<file path="config.mk">
export PLATFORM = sky130hd
export DESIGN_NAME = instr_fetch_ctrl_flat
export DESIGN_NICKNAME = d
export VERILOG_FILES = /design/src/rtl/instr_fetch_ctrl_if.sv /design/src/rtl/instr_fetch_ctrl.sv /design/src/flat_wrapper.sv
export SDC_FILE = /design/constraint.sdc
export NUM_CORES = 1
export LEC_CHECK = 0
export BUFFER_PORTS_ARGS = -buffer_cell sky130_fd_sc_hd__buf_2
export CORE_AREA = 10 10 129 72
export CTS_CLUSTER_DIAMETER = 60
export DETAILED_ROUTE_END_ITERATION = 7
export DIE_AREA = 0 0 139 82
export REMOVE_ABC_BUFFERS = 1
export SETUP_SLACK_MARGIN = 0.4
export SYNTH_ARGS = -nofsm -noshare
export SYNTH_HDL_FRONTEND = slang
export SYNTH_SLANG_ARGS = --single-unit
</file>
<file path="constraint.sdc">
create_clock -name clk -period 1.9 [get_ports clk]
set_input_delay 0.19 -clock clk [delete_from_list [all_inputs] [get_ports clk]]
set_output_delay 0.19 -clock clk [all_outputs]
set_load 0.1 [all_outputs]
</file>
<file path="src/rtl/instr_fetch_ctrl_if.sv">
// -----------------------------------------------------------------------------
// instr_fetch_ctrl_if
//   Bundles the instruction-memory read port, the pipeline control inputs
//   (stall / redirect) and the fetch-to-decode handshake of instr_fetch_ctrl.
//
//   master : the fetch controller (drives memory strobe/address, instruction
//            word and its valid, current PC)
//   slave  : the surroundings (memory, PC/branch logic, decode stage)
//
//   mem_en       fetch -> mem     byte read strobe
//   mem_addr     fetch -> mem     byte address
//   mem_rdata    mem   -> fetch   byte at mem_addr, same cycle
//   stall        pipe  -> fetch   freeze fetch progress
//   redirect     pipe  -> fetch   load redirect_pc, abort current fetch
//   redirect_pc  pipe  -> fetch   redirect target (low two bits ignored)
//   instr        fetch -> decode  assembled big-endian instruction word
//   instr_pc     fetch -> decode  PC of instr
//   instr_valid  fetch -> decode  instr/instr_pc valid
//   instr_ready  decode -> fetch  decode accepts instr
//   pc           fetch -> pipe    PC of the instruction being fetched
// -----------------------------------------------------------------------------
interface instr_fetch_ctrl_if #(
    parameter int ADDR_W = 8
);
    logic              mem_en;
    logic [ADDR_W-1:0] mem_addr;
    logic [7:0]        mem_rdata;
    logic              stall;
    logic              redirect;
    logic [ADDR_W-1:0] redirect_pc;
    logic [31:0]       instr;
    logic [ADDR_W-1:0] instr_pc;
    logic              instr_valid;
    logic              instr_ready;
    logic [ADDR_W-1:0] pc;

    modport master (
        output mem_en,
        output mem_addr,
        input  mem_rdata,
        input  stall,
        input  redirect,
        input  redirect_pc,
        output instr,
        output instr_pc,
        output instr_valid,
        input  instr_ready,
        output pc
    );

    modport slave (
        input  mem_en,
        input  mem_addr,
        output mem_rdata,
        output stall,
        output redirect,
        output redirect_pc,
        input  instr,
        input  instr_pc,
        input  instr_valid,
        output instr_ready,
        input  pc
    );
endinterface

</file>
<file path="src/rtl/instr_fetch_ctrl.sv">
// -----------------------------------------------------------------------------
// instr_fetch_ctrl
//   Fetch sequencer for a byte-wide instruction memory. Reads the four bytes of
//   the instruction at pc on consecutive cycles (pc, pc+1, pc+2, pc+3),
//   assembles them big-endian (byte at pc lands in [31:24]) and offers the word
//   to decode over a valid/ready handshake. The pipeline can freeze fetch with
//   stall or restart it at a new PC with redirect.
//
//   Ports
//     clk   rising-edge clock
//     rst   synchronous reset, active low
//     bus   instr_fetch_ctrl_if.master: memory read port, stall/redirect,
//           instruction handshake to decode and current pc
//
//   Parameters
//     ADDR_W    byte address / PC width (memory depth 2**ADDR_W bytes)
//     RESET_PC  PC loaded at reset (word aligned)
//
//   States
//     FETCH  one byte per un-stalled cycle, cnt selects the byte (0..3)
//     HOLD   full word presented with instr_valid, waiting for instr_ready
// -----------------------------------------------------------------------------
module instr_fetch_ctrl #(
    parameter int                ADDR_W   = 8,
    parameter logic [ADDR_W-1:0] RESET_PC = '0
) (
    input  logic               clk,
    input  logic               rst,
    instr_fetch_ctrl_if.master bus
);

    typedef enum logic {
        FETCH = 1'b0,
        HOLD  = 1'b1
    } state_t;

    // Clears the byte-offset bits so every PC this block holds is word aligned.
    function automatic logic [ADDR_W-1:0] word_align(input logic [ADDR_W-1:0] a);
        return {a[ADDR_W-1:2], 2'b00};
    endfunction

    // Places one fetched byte into its lane of the partial word: byte k of the
    // instruction belongs in lane 3-k, lanes 3..1 are held here until the last
    // byte arrives.
    function automatic logic [23:0] insert_byte(input logic [23:0] part,
                                                input logic [1:0]  k,
                                                input logic [7:0]  b);
        logic [23:0] r;
        r = part;
        case (k)
            2'd0:    r[23:16] = b;
            2'd1:    r[15:8]  = b;
            2'd2:    r[7:0]   = b;
            default: r        = part;
        endcase
        return r;
    endfunction

    // -------------------------------------------------------------------------
    // State
    // -------------------------------------------------------------------------
    state_t            state_q,    state_n;
    logic [1:0]        cnt_q,      cnt_n;
    logic [ADDR_W-1:0] pc_q,       pc_n;
    logic [23:0]       part_q,     part_n;
    logic [31:0]       instr_q,    instr_n;
    logic [ADDR_W-1:0] instr_pc_q, instr_pc_n;
    logic              valid_q,    valid_n;

    logic              fetching;
    logic              handshake;

    assign fetching  = (state_q == FETCH) && !bus.stall;
    assign handshake = valid_q && bus.instr_ready;

    // -------------------------------------------------------------------------
    // Next-state / datapath control
    // -------------------------------------------------------------------------
    always_comb begin
        state_n    = state_q;
        cnt_n      = cnt_q;
        pc_n       = pc_q;
        part_n     = part_q;
        instr_n    = instr_q;
        instr_pc_n = instr_pc_q;
        valid_n    = valid_q;

        if (bus.redirect) begin
            // Redirect wins over stall and over the HOLD fall-through. A
            // handshake in this cycle still completes on the decode side; only
            // the pc+4 continuation is replaced by the target. Nothing is
            // captured, so the aborted word never reaches instr.
            state_n = FETCH;
            cnt_n   = 2'd0;
            pc_n    = word_align(bus.redirect_pc);
            valid_n = 1'b0;
        end else begin
            case (state_q)
                FETCH: begin
                    if (!bus.stall) begin
                        cnt_n = cnt_q + 2'd1;
                        if (cnt_q == 2'd3) begin
                            instr_n    = {part_q, bus.mem_rdata};
                            instr_pc_n = pc_q;
                            valid_n    = 1'b1;
                            state_n    = HOLD;
                        end else begin
                            part_n = insert_byte(part_q, cnt_q, bus.mem_rdata);
                        end
                    end
                end
                HOLD: begin
                    // Stall has no effect here: the word is complete and the
                    // handshake must not be blocked by a frozen fetch.
                    if (handshake) begin
                        valid_n = 1'b0;
                        pc_n    = pc_q + ADDR_W'(4);
                        cnt_n   = 2'd0;
                        state_n = FETCH;
                    end
                end
                default: begin
                    state_n = FETCH;
                    cnt_n   = 2'd0;
                end
            endcase
        end
    end

    // -------------------------------------------------------------------------
    // Registers: control and the presented word
    // -------------------------------------------------------------------------
    always_ff @(posedge clk) begin
        if (!rst) begin
            state_q    <= FETCH;
            cnt_q      <= 2'd0;
            pc_q       <= word_align(RESET_PC);
            instr_q    <= 32'd0;
            instr_pc_q <= '0;
            valid_q    <= 1'b0;
        end else begin
            state_q    <= state_n;
            cnt_q      <= cnt_n;
            pc_q       <= pc_n;
            instr_q    <= instr_n;
            instr_pc_q <= instr_pc_n;
            valid_q    <= valid_n;
        end
    end

    // Partial-word bytes need no reset: they only become visible once all
    // three are overwritten by a complete fetch.
    always_ff @(posedge clk) begin
        part_q <= part_n;
    end

    // -------------------------------------------------------------------------
    // Outputs
    // -------------------------------------------------------------------------
    assign bus.mem_en      = rst && fetching;
    assign bus.mem_addr    = pc_q + ADDR_W'(cnt_q);
    assign bus.instr       = instr_q;
    assign bus.instr_pc    = instr_pc_q;
    assign bus.instr_valid = valid_q;
    assign bus.pc          = pc_q;

endmodule

</file>
<file path="src/flat_wrapper.sv">
// flat-port wrapper written by rule: the top's interface ports become plain ports
module instr_fetch_ctrl_flat 
#(
    parameter int                ADDR_W   = 8,
    parameter logic [ADDR_W-1:0] RESET_PC = '0
)
  (clk, rst, bus_mem_en, bus_mem_addr, bus_mem_rdata, bus_stall, bus_redirect, bus_redirect_pc, bus_instr, bus_instr_pc, bus_instr_valid, bus_instr_ready, bus_pc);
  instr_fetch_ctrl_if #(.ADDR_W(ADDR_W)) bus_i ();
  input  logic clk;
  input  logic rst;
  output wire logic [$bits(bus_i.mem_en)-1:0] bus_mem_en;
  output wire logic [$bits(bus_i.mem_addr)-1:0] bus_mem_addr;
  input wire logic [$bits(bus_i.mem_rdata)-1:0] bus_mem_rdata;
  input wire logic [$bits(bus_i.stall)-1:0] bus_stall;
  input wire logic [$bits(bus_i.redirect)-1:0] bus_redirect;
  input wire logic [$bits(bus_i.redirect_pc)-1:0] bus_redirect_pc;
  output wire logic [$bits(bus_i.instr)-1:0] bus_instr;
  output wire logic [$bits(bus_i.instr_pc)-1:0] bus_instr_pc;
  output wire logic [$bits(bus_i.instr_valid)-1:0] bus_instr_valid;
  input wire logic [$bits(bus_i.instr_ready)-1:0] bus_instr_ready;
  output wire logic [$bits(bus_i.pc)-1:0] bus_pc;
  assign bus_mem_en = bus_i.mem_en;
  assign bus_mem_addr = bus_i.mem_addr;
  assign bus_i.mem_rdata = bus_mem_rdata;
  assign bus_i.stall = bus_stall;
  assign bus_i.redirect = bus_redirect;
  assign bus_i.redirect_pc = bus_redirect_pc;
  assign bus_instr = bus_i.instr;
  assign bus_instr_pc = bus_i.instr_pc;
  assign bus_instr_valid = bus_i.instr_valid;
  assign bus_i.instr_ready = bus_instr_ready;
  assign bus_pc = bus_i.pc;
  instr_fetch_ctrl #(.ADDR_W(ADDR_W), .RESET_PC(RESET_PC)) u_core (.clk(clk), .rst(rst), .bus(bus_i));
endmodule
</file>
==> reports/qor.txt, run 1 <==
Final Non-Filler Cells = 438
Largest family of logic cells by synthesized area = simple AND/OR/NAND/NOR gates
Finished Cell Area = 3590 sq um
Placed instance area = 3200 sq um
XOR/XNOR Fraction of Synth Area = 0.00633
Run status = complete, no violations
Critical Path RT = 2.11 ns
Fraction of the mapped netlist area in adder cells = 0.0226
Hold_buf cts = 0
Yosys top cell by area = dfxtp_1
Unique masters post-synth = 29
Synth Area in Compound Gates = 0.141
Ys async rst share = 0
Number of global-route vias before repair = 2,020
IO Port Bufs = 72
Synth top cells by count = nand2_1 (80), dfxtp_1 (48), a21boi_1 (38), edfxtp_1 (24), buf_4 (10)
Clk slew on worst S/H paths = 0.05 ns
Max Cap Viol = 0
Row cnt = 22
CP Max Fanout = 17
CTS root buf = clkbuf_16
Reg2reg path depth = 5
CP arrival = 1.68 ns
Starting density of the core = 0.390
Pwr/cell area = 1030 nW/um^2
Syn Std Cell Area = 2770 sq um
Wirelength per Cell = 15.1 um
RR Endpoint = u_core.bus.instr[16]
Mapped Cells = 266
CTS Sinks = 72
Flops & latches, synth = 72
Simple-gate area share of the yosys netlist = 0.156
Dpl cells = 422
Core Box Area = 7100 sq um
Final Cycle Share = 0.770
Pin count of the biggest net entering global routing = 28
Die area = 11,400 sq um
Grt total ovfl = 0
Hold endpoint = u_core.part_q[22]
Hold Fails Final Rpt = 0
FF-to-FF setup slack = 0.44 ns
Layout cells sized above 1 = 0.313
Leak Pwr = 1.45 nW
Hold path startpoint = bus_mem_rdata[6]
Mux contribution to synthesized area = 0.00362
Max IR drop VDD = 0.475 mV
Area Overhead vs Synth = 29.6%
GRT Util Overall = 0.120
DR vias = 1,994
Setup CP Type = flop to flop
Minimum clock period = 1.46 ns
Critical path launch point type = flop
Ys flop type = dfxtp_1
Post-synth EDFFs = 24
Ports = 79
Final core utilization = 0.505
Diode count = 0
Vias per cell = 4.55
TritonCTS clock tree = yes
Dominant cells by area after synthesis = dfxtp_1 (35%), edfxtp_1 (26%), nand2_1 (11%)
RSZ-0062 raised after global routing = true
Slew Viols, Final = 0
DRT antenna net count = 0
Reg-to-Reg Start = u_core.cnt_q[0]
Die width = 139 um
Peak Freq = 683 MHz
Drt drc = 0
WL final = 6590 um
Clk_lat worst skew = 0.33 ns
Clock buffer depth = 2
GP Congestion = 0.727
Hpwl dp = 4630 um
Nets = 363
Initial antenna violation count = 1
Seq/Total Area, Yosys = 0.608
Top-area cell type share of the netlist area = 0.347
Clock skew = 0.00563 ns
Crit. End Element = flop
Die H = 82 um
YS warnings = 0
Count leader, synth = nand2_1
Syn_area_per_cell = 10.4 sq um
Number of DRC markers in iteration 0 = 70
Setup Buffers After CTS = 0
Final Power = 3.68 mW
H-tree depth = 3
TritonCTS buffer count = 9
First-pass GRT wire length = 10,700 um
HP Class = primary input to flop
Drt pass-1 iters = 4
# setup viols final = 0
Hold depth = 1
power breakdown:
group | switching (mW) | internal [mW] | total, mW | leakage (nW)
clock network | 0.588 | 1.16 | 1.74 | 0.159
registers | 0.0170 | 1.61 | 1.63 | 0.608
logic | 0.248 | 0.0622 | 0.310 | 0.683
total | 0.852 | 2.83 | 3.68 | 1.45
how the worst max path moves through the flow:
stage	to	depth (start not counted)	startpoint	slack [ns]
global placement	u_core.part_q[6]	3	u_core.cnt_q[0]	0.17
finish	u_core.bus.instr[16]	5	u_core.cnt_q[0]	0.44
detailed placement	u_core.part_q[6]	3	u_core.cnt_q[0]	0.16
floorplan	u_core.bus.instr_pc[2]	4	u_core.cnt_q[1]	-1.36
global route	u_core.bus.instr[14]	5	u_core.cnt_q[0]	0.37
CTS	u_core.bus.instr[29]	5	u_core.cnt_q[1]	0.35
registers in the layout (all words and copies together), names as in the netlist:
signal / cells
u_core.bus.instr: 32
u_core.part_q: 24
u_core.bus.instr_pc: 6
u_core.bus.pc: 6
u_core.cnt_q: 2
u_core.bus.instr_valid: 1
u_core.state_q: 1
critical path, stage by stage, from the launching register on:
cell and delay, ns:
dfxtp_2 0.35, ha_4 0.18, or4b_4 0.50, buf_6 0.19
nand2_1 0.07, a21boi_1 0.07
metrics by stage:
stage	TNS (ns)	setup slack, ns	hold slack (ns)
5_1_grt	0	0.373	0.0781
4_1_cts	0	0.350	0.0723
3_3_place_gp	0	0.167	0.421
3_5_place_dp	0	0.161	0.418
6_report	0	0.436	0.0889
2_1_floorplan	-58.77	-1.36	0.289
routing by layer:
metal / global-route usage / part of all wire / vias up
li1: - / - / 1023
met1: 0.155 / 0.51 / 920
met2: 0.171 / 0.41 / 48
met3: 0.0628 / 0.074 / 3
met4: 0.0352 / 0.0055 / 0
met5: 0 / 0 / -
final cells by class:
class	count	area, sq um
fillers	669	3520
flip-flops and latches	72	1690
multi-input cells	169	980
repair buffers	82	470
clock buffers	14	284
well taps	96	120
clock inverters	2	35.0
inverters	3	11.3
cells in the final DEF, fill, tap and decap left out, types with 2 or more instances in the layout:
master     instances
conb_1             4
xor2_1             2
or3_1              2
clkbuf_8           4
a21boi_1          38
a21oi_1            5
nand3_1            2
dfxtp_2            3
clkbuf_16          9
dfxtp_1           45
nand3b_1           2
buf_4              7
o21ai_0            9
edfxtp_1          24
inv_1              3
nand2_1           80
ha_1               4
buf_12             2
buf_2             71
a31oi_1            3
buf_6              2
and2_1             3
nor2_1             2
cell families after synthesis:
| kind of cell | count (synthesis) |
|---|---|
| xor+xnor | 2 |
| compound gates | 57 |
| simple gates | 100 |
| flops | 72 |
| fa+ha+maj | 5 |
| buf+inv | 28 |
| mux | 1 |
| other cells | 1 |
timing repair:
| action | in CTS | in global routing |
|---|---|---|
| resized for setup | 8 | 10 |
| endpoints found under the setup margin | 64 | 62 |
| pin swaps | 0 | 0 |
No activity file was read; power rests on OpenSTA's default activity.
==> run 2, diff against run 1 <==
clock period = 1.4 ns   (was 1.9 ns; I/O delays follow)
==> run 2 against run 1 <==
Register-to-register slack worse by 0.55 ns. Combinational power up 110%. Global-route usage is 2.1 points higher. Wire length up 39%. Clock skew decreased by 0.00061 ns. Design area rose by 42%. The flow now finishes with violations (negative setup slack). Critical endpoint is now u_core.bus.instr[8]. Critical path type unchanged. Flip-flop and latch count unchanged. Clock power rose by 37%.
==> reports/qor.txt, run 2 (same netlist as run 1, synthesis figures left out) <==
Max IR drop VDD = 0.758 mV
WL final = 9150 um
DRT antenna net count = 0
Die area = 11,400 sq um
Layout cells sized above 1 = 0.553
Diode count = 0
H-tree depth = 3
Peak Freq = 661 MHz
Pin count of the biggest net entering global routing = 29
Wirelength per Cell = 18.9 um
Clock group share of total power = 0.456
Most common cell after layout, fill and taps aside = nand2_1
Final core utilization = 0.716
Most frequent cells in the layout = nand2_1 (79), buf_12 (59), dfxtp_2 (37)
Run status = finished, violations left
Die width = 139 um
Clk_lat worst skew = 0.33 ns
Max Cap Viol = 0
Slowest stage delay, CP = 0.35 ns
CTS root buf = clkbuf_16
CP arrival = 1.75 ns
Final Cycle Share = 1.08
Ports = 79
Hold Fails Final Rpt = 0
Clock skew = 0.00502 ns
Pint = 3.96 mW
Drt pass-1 iters = 4
Pwr/cell area = 1030 nW/um^2
Crit. End Element = flop
Slew Viols, Final = 0
Combinational fraction of design power = 0.125
TritonCTS clock tree = yes
Final Power = 5.25 mW
Hpwl dp = 5080 um
P_sw = 1.29 mW
Max FFs per register = 32
GRT Util Overall = 0.141
Minimum clock period = 1.51 ns
Starting density of the core = 0.390
Critical Path RT = 1.64 ns
Initial antenna violation count = 0
Crit path max-delay cell type = dfxtp_4
IO Port Bufs = 72
Clk slew on worst S/H paths = 0.06 ns
Die H = 82 um
Clock buffer depth = 2
Critical path launch point type = flop
Crit path cell chain = ha_4, buf_4, nor4b_4, buf_6, buf_6, nand2_1, a21boi_1
Area Overhead vs Synth = 83.7%
Sw Share = 0.245
Drt drc = 0
First-pass GRT wire length = 12,600 um
Nets = 408
Grt total ovfl = 0
RSZ-0062 raised after global routing = true
GP Congestion = 0.768
Leak Pwr = 1.90 nW
Failing checks = negative setup slack
DR vias = 2,389
Vias per cell = 4.95
Row cnt = 22
Core Box Area = 7100 sq um
CP dominant cell by count = buf_6
# setup viols final = 63
HP Class = primary input to flop
TritonCTS buffer count = 9
Number of global-route vias before repair = 2,281
Seq pwr share = 0.419
CP Max Fanout = 11
CTS Sinks = 72
Fin worst setup slack = -0.113 ns
Number of DRC markers in iteration 0 = 128
Setup CP Type = flop to flop
-- run 2: power groups by stage --
stage	Clock, mW	Sequential (mW)	Combinational, mW
floorplan	0	2.44	0.114
global placement	0	2.25	0.444
detailed placement	0	2.25	0.447
CTS	2.43	2.21	0.587
global route	2.53	2.20	0.681
finish	2.39	2.20	0.656
-- run 2: worst paths after layout --
| kind | start | endpoint | slack (ns) | cells after the start |
|---|---|---|---|---|
| worst max-delay path | u_core.cnt_q[0] | u_core.bus.instr[8] | -0.11 | 7 |
| worst max register to register | u_core.cnt_q[0] | u_core.bus.instr[8] | -0.11 | 7 |
| worst min-delay path | bus_mem_rdata[7] | u_core.part_q[7] | 0.04 | 1 |
| worst min register to register | u_core.bus.instr[29] | u_core.bus.instr[29] | 0.47 | 2 |
-- run 2: timing repair --
action / in CTS / in global routing
hold buffers: 0 / 0
gates resized for setup: 292 / 52
pin swaps: 15 / 17
buffers inserted: 9 / 21
gates cloned: 0 / 1
endpoints found under the setup margin: 126 / 126
-- run 2: final cells by class --
cell class,count,area (sq um)
Timing Repair Buffer,127,1780
Sequential cell,72,1770
Tap cell,96,120
Fill cell,474,2020
Clock inverter,7,86.3
Clock buffer,9,225
Multi-Input combinational cell,169,1090
Inverter,3,13.8
-- run 2: routing by layer --
layer	part of all wire	global-route usage	vias to the layer above
li1	-	-	1115
met1	0.43	0.174	1185
met5	0	0	-
met3	0.073	0.0783	12
met2	0.48	0.213	77
met4	0.014	0.0321	0
-- run 2: worst max-delay path: cells and delay by family (launching register included) --
kind	cells	cell delay (ns)
buffers and inverters	3	0.45
AOI/OAI and AO/OA	1	0.18
DFF	1	0.35
adders and majority gates	1	0.17
and+or+nand+nor	2	0.26
-- run 2: per-stage QoR --
| step | setup slack [ns] | setup TNS (ns) | hold WS (ns) | cells | instance area, sq um |
|---|---|---|---|---|---|
| after floorplan | -1.86 | -98.84 | 0.239 | 244 | 2620 |
| after global routing | -0.182 | -7.00 | 0.0405 | 483 | 5080 |
| final | -0.113 | -3.96 | 0.0404 | 483 | 5080 |
| after detailed placement | -0.137 | -5.37 | 0.384 | 436 | 3330 |
| after global placement | -0.127 | -4.94 | 0.384 | 436 | 3330 |
| after CTS | -0.0501 | -1.96 | 0.0303 | 461 | 4710 |
